**src/rtl/uart_tx_buf.sv**
```systemverilog
// -----------------------------------------------------------------------------
// uart_tx_buf
//   Buffered UART transmitter. Bytes are pushed into a small FIFO and sent as
//   8N1 frames (start, 8 data bits LSB first, stop). Queued bytes go out
//   back-to-back: the next start bit directly follows the previous stop bit.
//
// Parameters
//   CLKS_PER_BIT  clk cycles per serial bit (>= 1)
//   FIFO_DEPTH    byte slots in the FIFO (power of 2, >= 2)
//
// Ports
//   clk     in   system clock, rising edge
//   rst     in   synchronous active-high reset
//   din     in   [7:0] byte to queue, sampled on an accepted write
//   wr_en   in   write request
//   wr_rdy  out  FIFO not full; a write is accepted when wr_en && wr_rdy
//   tx      out  serial line, idle high, registered
//   busy    out  high while a frame is on the line
//   count   out  bytes queued, excluding the byte being shifted
//
// Optional build macro
//   UART_TX_PARITY_EN  adds an even-parity bit between the data bits and the
//                      stop bit (11-bit frames).
// -----------------------------------------------------------------------------
module uart_tx_buf #(
  parameter int CLKS_PER_BIT = 4,
  parameter int FIFO_DEPTH   = 4
) (
  input  logic                              clk,
  input  logic                              rst,
  input  logic [7:0]                        din,
  input  logic                              wr_en,
  output logic                              wr_rdy,
  output logic                              tx,
  output logic                              busy,
  output logic [$clog2(FIFO_DEPTH+1)-1:0]   count
);

  localparam int CNT_W  = $clog2(FIFO_DEPTH + 1);
  localparam int PTR_W  = $clog2(FIFO_DEPTH);
  localparam int BAUD_W = (CLKS_PER_BIT > 1) ? $clog2(CLKS_PER_BIT) : 1;

  localparam logic [BAUD_W-1:0] BAUD_LAST = BAUD_W'(CLKS_PER_BIT - 1);
  localparam logic [CNT_W-1:0]  CNT_FULL  = CNT_W'(FIFO_DEPTH);

  typedef enum logic [2:0] {
    IDLE   = 3'd0,
    START  = 3'd1,
    DATA   = 3'd2,
    PARITY = 3'd3,
    STOP   = 3'd4
  } state_t;

  // FIFO storage and pointers
  logic [7:0]       mem [FIFO_DEPTH];
  logic [PTR_W-1:0] wr_ptr;
  logic [PTR_W-1:0] rd_ptr;
  logic [CNT_W-1:0] cnt_q;
  logic             push;
  logic             pop;
  logic [7:0]       head;

  // Frame FSM state
  state_t            state_q, state_n;
  logic [BAUD_W-1:0] baud_q, baud_n;
  logic [2:0]        bit_q, bit_n;
  logic [7:0]        shift_q, shift_n;
  logic              tx_q, tx_n;
  logic              baud_last;

`ifdef UART_TX_PARITY_EN
  logic par_q, par_n;

  function automatic logic even_parity(input logic [7:0] b);
    return ^b;
  endfunction
`endif

  assign wr_rdy    = (cnt_q != CNT_FULL);
  assign push      = wr_en && wr_rdy;
  assign head      = mem[rd_ptr];
  assign baud_last = (baud_q == BAUD_LAST);

  assign tx    = tx_q;
  assign busy  = (state_q != IDLE);
  assign count = cnt_q;

  // ---- FIFO write port (data only, never reset) ----
  always_ff @(posedge clk) begin
    if (push) begin
      mem[wr_ptr] <= din;
    end
  end

  // ---- FIFO control ----
  always_ff @(posedge clk) begin
    if (rst) begin
      wr_ptr <= '0;
      rd_ptr <= '0;
      cnt_q  <= '0;
    end else begin
      if (push) wr_ptr <= wr_ptr + 1'b1;
      if (pop)  rd_ptr <= rd_ptr + 1'b1;
      case ({push, pop})
        2'b10:   cnt_q <= cnt_q + 1'b1;
        2'b01:   cnt_q <= cnt_q - 1'b1;
        default: cnt_q <= cnt_q;
      endcase
    end
  end

  // ---- Frame FSM: next state, next line level, pop request ----
  always_comb begin
    state_n = state_q;
    baud_n  = baud_q + 1'b1;
    bit_n   = bit_q;
    shift_n = shift_q;
    tx_n    = tx_q;
    pop     = 1'b0;
`ifdef UART_TX_PARITY_EN
    par_n   = par_q;
`endif

    case (state_q)
      IDLE: begin
        tx_n   = 1'b1;
        baud_n = '0;
        if (cnt_q != '0) begin
          pop     = 1'b1;
          shift_n = head;
`ifdef UART_TX_PARITY_EN
          par_n   = even_parity(head);
`endif
          state_n = START;
          tx_n    = 1'b0;
        end
      end

      START: begin
        tx_n = 1'b0;
        if (baud_last) begin
          state_n = DATA;
          baud_n  = '0;
          bit_n   = 3'd0;
          tx_n    = shift_q[0];
        end
      end

      DATA: begin
        tx_n = shift_q[0];
        if (baud_last) begin
          baud_n  = '0;
          shift_n = shift_q >> 1;
          if (bit_q == 3'd7) begin
`ifdef UART_TX_PARITY_EN
            state_n = PARITY;
            tx_n    = par_q;
`else
            state_n = STOP;
            tx_n    = 1'b1;
`endif
          end else begin
            bit_n = bit_q + 3'd1;
            // Next level is the bit that lands in shift[0] after this shift.
            tx_n  = shift_q[1];
          end
        end
      end

`ifdef UART_TX_PARITY_EN
      PARITY: begin
        tx_n = par_q;
        if (baud_last) begin
          state_n = STOP;
          baud_n  = '0;
          tx_n    = 1'b1;
        end
      end
`endif

      STOP: begin
        tx_n = 1'b1;
        if (baud_last) begin
          baud_n = '0;
          if (cnt_q != '0) begin
            // Chain straight into the next frame with no idle cycle.
            pop     = 1'b1;
            shift_n = head;
`ifdef UART_TX_PARITY_EN
            par_n   = even_parity(head);
`endif
            state_n = START;
            tx_n    = 1'b0;
          end else begin
            state_n = IDLE;
          end
        end
      end

      default: begin
        state_n = IDLE;
        baud_n  = '0;
        tx_n    = 1'b1;
      end
    endcase
  end

  // ---- Frame FSM control registers ----
  always_ff @(posedge clk) begin
    if (rst) begin
      state_q <= IDLE;
      baud_q  <= '0;
      bit_q   <= 3'd0;
      tx_q    <= 1'b1;
    end else begin
      state_q <= state_n;
      baud_q  <= baud_n;
      bit_q   <= bit_n;
      tx_q    <= tx_n;
    end
  end

  // ---- Shift datapath (never reset) ----
  always_ff @(posedge clk) begin
    shift_q <= shift_n;
`ifdef UART_TX_PARITY_EN
    par_q   <= par_n;
`endif
  end

endmodule

```
**config.mk**
```make
export PLATFORM = sky130hd
export DESIGN_NAME = uart_tx_buf
export DESIGN_NICKNAME = d
export VERILOG_FILES = /design/src/rtl/uart_tx_buf.sv
export SDC_FILE = /design/constraint.sdc
export NUM_CORES = 1
export LEC_CHECK = 0
export ABC_AREA = 0
export ABC_CLOCK_PERIOD_IN_PS = 2300
export BUFFER_PORTS_ARGS = -buffer_cell sky130_fd_sc_hd__buf_2
export CORE_ASPECT_RATIO = 1.5
export CORE_UTILIZATION = 53
export DETAILED_ROUTE_END_ITERATION = 10
export PLACE_DENSITY = 0.74
export SYNTH_ARGS = -nofsm -noshare
export SYNTH_HDL_FRONTEND = slang
export SYNTH_SLANG_ARGS = --single-unit
export TNS_END_PERCENT = 10
```
**constraint.sdc**
```tcl
create_clock -name clk -period 2.3 [get_ports clk]
set_clock_uncertainty 0.05 [all_clocks]
set_input_delay 0.115 -clock clk [delete_from_list [all_inputs] [get_ports clk]]
set_output_delay 0.115 -clock clk [all_outputs]
set_load 0.005 [all_outputs]
```
==> Yosys cells after proc, flatten, opt, wreduce, memory -nomap -nowiden <==
Memories as Yosys holds them, arrays and structs flattened. A register that Yosys moved wholly into a read port is not among the register bits.
Index checks and enable logic that the tools add are counted.
{ "op_classes": {"bitwise_logic": 1, "n_mux": 29, "add_sub_neg": 6, "eq_ne": 14, "reduce_logical": 12} }
{ "ops": {"columns": ["operator", "n"], "rows": [
  ["3-bit 2-to-1 mux", 8],
  ["8-bit 2-to-1 mux", 3],
  ["8-bit one-hot mux with 3 select lines", 1],
  ["2-bit inequality test (second input constant)", 6],
  ["3-bit one-hot mux with 2 select lines", 2],
  ["3-bit one-hot mux with 4 select lines", 1],
  ["1-bit 2-to-1 mux", 10],
  ["3-bit nonzero test", 3],
  ["2-bit by 1-bit adder with 2-bit output (second input constant)", 3],
  ["3-bit by 1-bit adder with 3-bit output (second input constant)", 2],
  ["3-bit equality test (second input constant)", 2],
  ["3-bit OR reduction", 2],
  ["5-bit AND reduction", 1],
  ["2-bit equality test (second input constant)", 2],
  ["2-bit 2-to-1 mux", 2],
  ["1-bit one-hot mux with 4 select lines", 1],
  ["4-bit AND reduction", 1],
  ["2-bit nonzero test", 2],
  ["3-bit by 1-bit equality test with 1-bit output (second input constant)", 1],
  ["3-bit by 2-bit equality test with 1-bit output (second input constant)", 1],
  ["3-bit zero test", 1],
  ["3-bit inequality test (second input constant)", 1],
  ["3-bit AND reduction", 1],
  ["3-bit by 1-bit subtractor with 3-bit output (second input constant)", 1],
  ["4 further kinds", 4]
]} }
{ "word_totals": {"mem_count": 1, "in_bits": 11, "mem_bits_rw": 32, "ff_bits": 24, "out_inout_bits": 6} }
{ "mem_list": {"columns": ["name", "depth", "width", "read_ports", "rd_clocked_by_memory_dff", "write_ports", "line_no", "source"], "rows": [
  ["mem", 4, 8, 1, 1, 1, "55", "logic [7:0] mem [FIFO_DEPTH];"]
]} }

==> Logic depth before layout (Yosys ltp) <==
Gate-level depths: netlist of run 1.
{ "depth": {"word_depth": 6, "mapped_depth": 10, "depth_no_buf": 9} }

==> Least setup slack after synthesis of run 1 <==
Ideal clock, no wire load.
{ "synth_path": {"path_kind": "register to register", "from": "reg cnt_q[2], in the netlist count[2]", "to": "reg cnt_q[2], in the netlist count[2]", "t_arrival_ns": 2.086, "setup_slack_ns": 0.094, "path_stages_with_launch": 10, "setup_time_ns": 0.071, "period_less_slack_ns": 2.206, "cell_sequence": "dfxtp_1 -> or3b_1 -> buf_2 -> nand2_1 -> ha_1 -> inv_1 -> fa_1 -> xor2_1 -> or3_1 -> a21oi_1"} }
{ "synth_via": {"word_cells_on_any_way": 12, "cone_classes": "add/sub: 2; eq/ne: 3; mux: 4; reduce/logical: 3"} }
{ "synth_lines": {"columns": ["item", "line_no", "source"], "rows": [
  ["start, declared", "58", "logic [CNT_W-1:0] cnt_q;"],
  ["start signal, assigned", "105", "2'b10: cnt_q <= cnt_q + 1'b1;"],
  ["start signal, assigned", "106", "2'b01: cnt_q <= cnt_q - 1'b1;"],
  ["start signal, assigned", "107", "default: cnt_q <= cnt_q;"],
  ["3-bit inequality test (*)", "79", "assign wr_rdy = (cnt_q != CNT_FULL);"],
  ["net wr_rdy", "33", "output logic wr_rdy,"],
  ["1-bit logical AND (*)", "80", "assign push = wr_en && wr_rdy;"],
  ["2-bit by 1-bit equality test with 1-bit output / 2-bit equality test (equally long branches)", "104", "case ({push, pop})"],
  ["3-bit one-hot mux with 2 select lines / 2-bit nonzero test (equally long branches)", null, null]
]} }
The timed path passes the listed nets; every way through them passes the cells marked *.
A chain may end at the register's enable or synchronous reset.

==> Worst setup path in the final report of run 1 <==
{ "layout_path": {"from": "reg cnt_q[1], in the netlist count[1]", "to": "reg cnt_q[2], in the netlist count[2]"} }
{ "layout_via": {"elab_chain_cells": 6, "word_cells_on_any_way": 12, "cone_classes": "add/sub: 2; eq/ne: 3; mux: 4; reduce/logical: 3"} }
{ "layout_rtl": {"columns": ["item", "line_no", "source"], "rows": [
  ["3-bit nonzero test", "128, 185", null],
  ["1-bit 2-to-1 mux", "128, 185", null],
  ["1-bit 2-to-1 mux", "183", "if (baud_last) begin"],
  ["1-bit one-hot mux with 2 select lines", "124", "case (state_q)"],
  ["2-bit by 1-bit equality test with 1-bit output / 2-bit equality test (equally long branches)", "104", null],
  ["3-bit one-hot mux with 2 select lines / 2-bit nonzero test (equally long branches)", null, null]
]} }
Parallel ways exist; a longest one is shown, timed or not.

==> metrics.yaml, run 1 <==
synthFlopType: "edfxtp_1"
cts.sinks: 58
hp-class: "primary input to flop"
rsz0062_at_grt: "no"
io_pins: 17
portBuffers: 16
setup_viol: 0
gp_congestion: 0.749
yosys.area.top_type: "edfxtp_1"
ys_seq_elements: 58
setup_tns_ns: 0
ant_nets: 0
cpPeakStageDelay_ns: 0.40
arrival_ns: 2.38
n_antenna_cell: 0
grt_pass1_wl_mm: 7.18
final_cell_area_mm2: 0.00295
nNetsFinal: 232
yosys.area.top_type_share_pct: 47.7
status: "complete, no violations"
tightest_slew_ns: 0.557
slew_violations: 0
total_power_uw: 3340
cts_max_path_buffers: 2
path_clk_slew_ns: 0.06
slew_headroom_pct: 62.6
path_cells: "or3b_1, nand2_1, ha_2, inv_1, fa_2, xor2_1, or3_1, a21oi_1"
root_buffer: "clkbuf_8"
async_flop_share_pct: 0
synth.cell_area_mm2: 0.00252
met2_usage_pct: 32.0
hpwl_mm: 3.01
start_kind: "flop"
synth_fp_nets: 202
max_cap_violations: 0
peakVddDrop_v: 0.000791
drt_iter0_markers: 111
overflow: 0
core_mm2: 0.00454
pwr-share-clk_pct: 25.4
r2r_slack_ns: 0.12
initial_core_util_pct: 55.5
leakage_uw: 0.00109
crit_required_ns: 2.50
grt_pass1_vias: 1629
wire_per_inst_um: 15.6
post_cts_buffers: 0
cts_tree: "yes"
layout.cells.non_filler: 280
critPathTopFamily: "simple AND/OR/NAND/NOR gates"
placed_cells: 257
end_kind: "flop"
avgViaCountPerCell: 5.49
antenna_found_initial: 0
row_count: 30
synth-seq-area-share_pct: 62.0
critical-path-slowest-cell: "or3b_1"
p_sw_uw: 996
crit_type: "flop to flop"
finalCritPeriodShare_pct: 94.9
grt_max_degree: 21
drive_above_1_share_pct: 24.1
finalHoldViolCount: 0
synth_edf_count: 40
dr_total_vias: 1536
drc: 0
grtUsageMet1_pct: 21.5
ys_top_cells_by_count: "edfxtp_1 (40), dfxtp_1 (18), nor2_1 (13)"
yosys_warnings: 0
critPathBufInv: 1
clk_latency_ns: 0.33
place_area_mm2: 0.00267
syn_inst: 182
die_h_um: 86.5
p_per_area_mw_per_mm2: 1130
cts_buffers: 9
yosys-top-cells-area: "edfxtp_1 (48%), dfxtp_1 (14%), mux4_2 (7.1%)"
netlist-cell-type-count: 43
syn_to_final_growth_pct: 16.9
h-tree-depth: 3
crit_fanout: 6
dieArea_mm2: 0.00504
grt_usage_pct: 19.8
syn_avg_cell_area_um2: 13.8
top_usage_layer: "met2"
synth.most_common_cell: "edfxtp_1"
post-route-min-period_ns: 2.18
max_freq_mhz: 458
seqPwrFrac_pct: 46.0
dieWidth_um: 58.3
wl_mm: 4.36
combPwrFrac_pct: 28.7
internal_power_uw: 2350
first_pass_iters: 4
switching_share_pct: 29.8
use_met3_pct: 6.27
[worst register-to-register path: stages, from the launching register on]
cell	delay, ns
dfxtp_2	0.34
or3b_1	0.40
nand2_1	0.09
ha_2	0.19
inv_1	0.06
fa_2	0.34
xor2_1	0.15
or3_1	0.32
a21oi_1	0.16
[kinds of logic after synthesis]
kind of cell / Yosys count / synth area share, %
compound gates: 30 / 8.44
xor+xnor: 3 / 1.04
fa+ha+maj: 9 / 4.77
buf+inv: 18 / 3.23
flops: 58 / 62.0
mux: 12 / 8.79
simple gates: 52 / 11.8
[stage by stage]
| step | worst slack (ns) | hold WS (ns) | utilization (%) |
|---|---|---|---|
| 6_report | 0.117 | 0.0811 | 64.9 |
| 5_1_grt | 0.0134 | 0.0889 | 64.9 |
| 4_1_cts | 0.0292 | 0.0627 | 64.5 |
| 3_5_place_dp | 0.0580 | 0.281 | 58.9 |
| 3_3_place_gp | 0.199 | 0.273 | 58.9 |
| 2_1_floorplan | 0.0937 | 0.164 | - |
[power by group through the flow]
stage | logic (µW) | registers, µW | clock network [µW]
after floorplan | 743 | 1470 | 0
after global placement | 872 | 1530 | 0
after detailed placement | 924 | 1550 | 0
after CTS | 943 | 1530 | 863
after global routing | 1050 | 1560 | 902
final | 959 | 1540 | 847
[state kept, by name, indices dropped and copies added (netlist names), named ones only]
signal and cells:
mem 32, tx 1, count 3, wr_ptr 2
rd_ptr 2, shift_q 8, state_q 3, baud_q 2
bit_q 3
[final timing paths]
kind,startpoint,endpoint,cells past startpoint
worst min register to register,baud_q[0],baud_q[0],1
worst max-delay path,count[1],count[2],8
worst max register to register,count[1],count[2],8
worst min-delay path,wr_en,wr_ptr[1],3
[layout make-up]
type | instances | area (µm²)
Timing Repair Buffer | 31 | 213
Multi-Input combinational cell | 106 | 890
Tap cell | 64 | 80.1
Inverter | 6 | 22.5
Clock inverter | 5 | 46.3
Clock buffer | 10 | 128
Sequential cell | 58 | 1570
Fill cell | 332 | 1600
[placed cells by master, fill, tap and decap left out, types with 5 or more instances in the layout]
cell type / n
nor2_1: 13
mux4_2: 8
clkbuf_8: 9
dlygate4sd3_1: 8
dfxtp_1: 15
a22o_1: 8
a21oi_1: 7
edfxtp_1: 40
buf_2: 16
buf_4: 7
nand2_1: 5
ha_1: 7
inv_1: 6
[timing repair]
action | in CTS | in global routing
hold buffers | 8 | 0
resized for setup | 0 | 8
endpoints found under the hold margin | 32 | 0
endpoints found under the setup margin | 0 | 1
[metal layers]
| layer | vias up | routed length (µm) |
|---|---|---|
| li1 | 747 | - |
| met1 | 735 | 1720 |
| met2 | 36 | 2300 |
| met3 | 18 | 137 |
| met4 | 0 | 193 |
| met5 | - | 0 |
(Power assumes the default switching activity.)
==> inputs of run 2 (changes only) <==
--- a/config.mk
+++ b/config.mk
@@ -12,6 +12,7 @@
 export CORE_UTILIZATION = 53
 export DETAILED_ROUTE_END_ITERATION = 10
 export PLACE_DENSITY = 0.74
+export REMOVE_ABC_BUFFERS = 1
 export SYNTH_ARGS = -nofsm -noshare
 export SYNTH_HDL_FRONTEND = slang
 export SYNTH_SLANG_ARGS = --single-unit
==> constraint.sdc (replaced) <==
create_clock -name clk -period 2.3 [get_ports clk]
set_clock_uncertainty 0.05 [all_clocks]
set_input_delay 0.69 -clock clk [delete_from_list [all_inputs] [get_ports clk]]
set_output_delay 0.69 -clock clk [all_outputs]
set_load 0.005 [all_outputs]
==> run 2 against run 1 <==
Effect of this change: sequential share of layout area grew 1.2 points; global-route usage is essentially flat; die area is the same; largest power group unchanged.
==> metrics.yaml, run 2 (synthesis results as in run 1) <==
status: "complete, no violations"
cts.sinks: 58  # unchanged
slew_headroom_pct: 63.3  # +0.68 points
critical-path-slowest-cell: "or3b_4"
dieWidth_um: 58.3  # unchanged
clk_latency_ns: 0.33  # about the same
grt_max_degree: 21  # unchanged
cts_buffers: 9  # unchanged
antenna_found_initial: 0  # unchanged
cts_max_path_buffers: 2  # unchanged
h-tree-depth: 3  # unchanged
final_cell_area_mm2: 0.00288  # -2.2%
p_per_area_mw_per_mm2: 1170  # +2.9%
hpwl_mm: 2.95  # -2.0%
critPathBufInv: 1  # unchanged
drt_iter0_markers: 64  # -42%
total_power_uw: 3360  # +0.60%
top_register: "mem"
grt_pass1_wl_mm: 7.13  # -0.68%
dieArea_mm2: 0.00504  # unchanged
mostFrequentLayoutCell: "edfxtp_1"
end_kind: "flop"
portBuffers: 16  # unchanged
placed_cells: 257  # unchanged
initial_core_util_pct: 55.5  # unchanged
cpPeakStageDelay_ns: 0.40  # about the same
nNetsFinal: 224  # -3.4%
critPathTopFamily: "simple AND/OR/NAND/NOR gates"
finalCritPeriodShare_pct: 95.3  # +0.44 points
gp_congestion: 0.713  # -4.9%
tightest_slew_ns: 0.550  # -0.00661 ns
largest_reg_flops: 32  # unchanged
max_freq_mhz: 456  # -0.47%
wire_per_inst_um: 15.6  # +0.39%
hp-class: "flop to flop"
postCtsHoldBufs: 0  # -8
cp.depth: 8  # unchanged
grt_pass1_vias: 1625  # -0.25%
leakage_uw: 0.00106  # -2.8%
final_cell_mix: "edfxtp_1 (40), buf_2 (16), dfxtp_1 (15)"
grt_usage_pct: 19.8  # -0.038 points
post-route-min-period_ns: 2.19  # +0.0102 ns
path_cells: "or3b_4, nand2_1, ha_2, inv_1, fa_1, xor2_1, or3_1, a21oi_2"
drive_above_1_share_pct: 26.9  # +2.8 points
crit_type: "flop to flop"
rr_worst_depth: 8  # unchanged
peakVddDrop_v: 0.000740  # -6.5%
fin_util_pct: 63.4  # -1.4 points
start_kind: "flop"
path_clk_slew_ns: 0.07  # about the same
cts_tree: "yes"
io_pins: 17  # unchanged
reg_top3: "mem x32, shift_q x8"
setup_viol: 0  # unchanged
drc: 0  # unchanged
slew_violations: 0  # unchanged
crit_required_ns: 2.50  # about the same
arrival_ns: 2.39  # about the same
syn_to_final_growth_pct: 14.3
root_buffer: "clkbuf_8"
dr_total_vias: 1523  # -0.85%
row_count: 30  # unchanged
n_antenna_cell: 0  # unchanged
nFillCells: 343  # +3.3%
die_h_um: 86.5  # unchanged
place_area_mm2: 0.00267  # unchanged
wl_mm: 4.25  # -2.5%
ant_nets: 0  # unchanged
core_mm2: 0.00454  # unchanged
first_pass_iters: 4  # unchanged
whs_path_depth: 1  # -2
max_cap_violations: 0  # unchanged
setup_tns_ns: 0  # unchanged
rsz0062_at_grt: "no"
finalHoldViolCount: 0  # unchanged
layout.cells.non_filler: 272  # -2.9%
avgViaCountPerCell: 5.60  # +2.1%
overflow: 0  # unchanged
crit_fanout: 6  # unchanged
-- run 2: cell count changes in the layout (fill, tap and decap cells not counted), sizes merged --
cell | previous run | this run
clkbuf | 10 | 9
clkinv | 4 | 3
clkinvlp | 0 | 2
dlygate4sd3 | 8 | 0
-- run 2: timing repair --
item | 4_1_cts | 5_1_grt
resized for setup | 0 | 9
setup endpoints to repair | 0 | 1
setup buffers | 0 | 0
-- run 2: final cells by class --
type                       instances  area [µm²]  area share (%)
timing repair buffer              23         133            4.60
inverter                           6        22.5           0.782
clock buffer                       9         124            4.30
sequential                        58        1570            54.4
clock inverter                     6        58.8            2.04
tap                               64        80.1            2.78
multi-input combinational        106         896            31.1
-- run 2: path summary, 6_finish.rpt --
kind,slack [ns],endpoint,start
setup / recovery,0.11,count[2],count[1]
hold / removal,0.37,baud_q[0],baud_q[0]
setup reg to reg,0.11,count[2],count[1]
hold reg to reg,0.37,baud_q[0],baud_q[0]
-- run 2: power by group --
| part | internal (µW) | switching (µW) |
|---|---|---|
| Clock | 485 | 382 |
| Sequential | 1390 | 161 |
| Combinational | 477 | 468 |
| Total | 2350 | 1010 |
-- run 2: layer usage --
layer	track usage (%)	up-vias	share of wire, %
met2	35.6	28	56
met1	20.3	761	39
li1	-	728	-
met3	5.22	6	3.4
met5	0	-	0
met4	10.8	0	1.6
-- run 2: through the flow --
step,hold WS [ns],setup WS (ns)
final,0.372,0.107
after global routing,0.395,0.00390
after CTS,0.376,0.0226
after detailed placement,0.366,0.0352
after global placement,0.356,0.116
after floorplan,0.349,0.0821
-- run 2: worst reg2reg max path, delay by kind of cell, from the launching register on --
family | cells | cell delay [ns]
buffers and inverters | 1 | 0.06
AOI/OAI and AO/OA | 1 | 0.14
adders and majority gates | 2 | 0.56
xor gates and xnor gates | 1 | 0.15
and+or+nand+nor | 3 | 0.80
DFF | 1 | 0.35
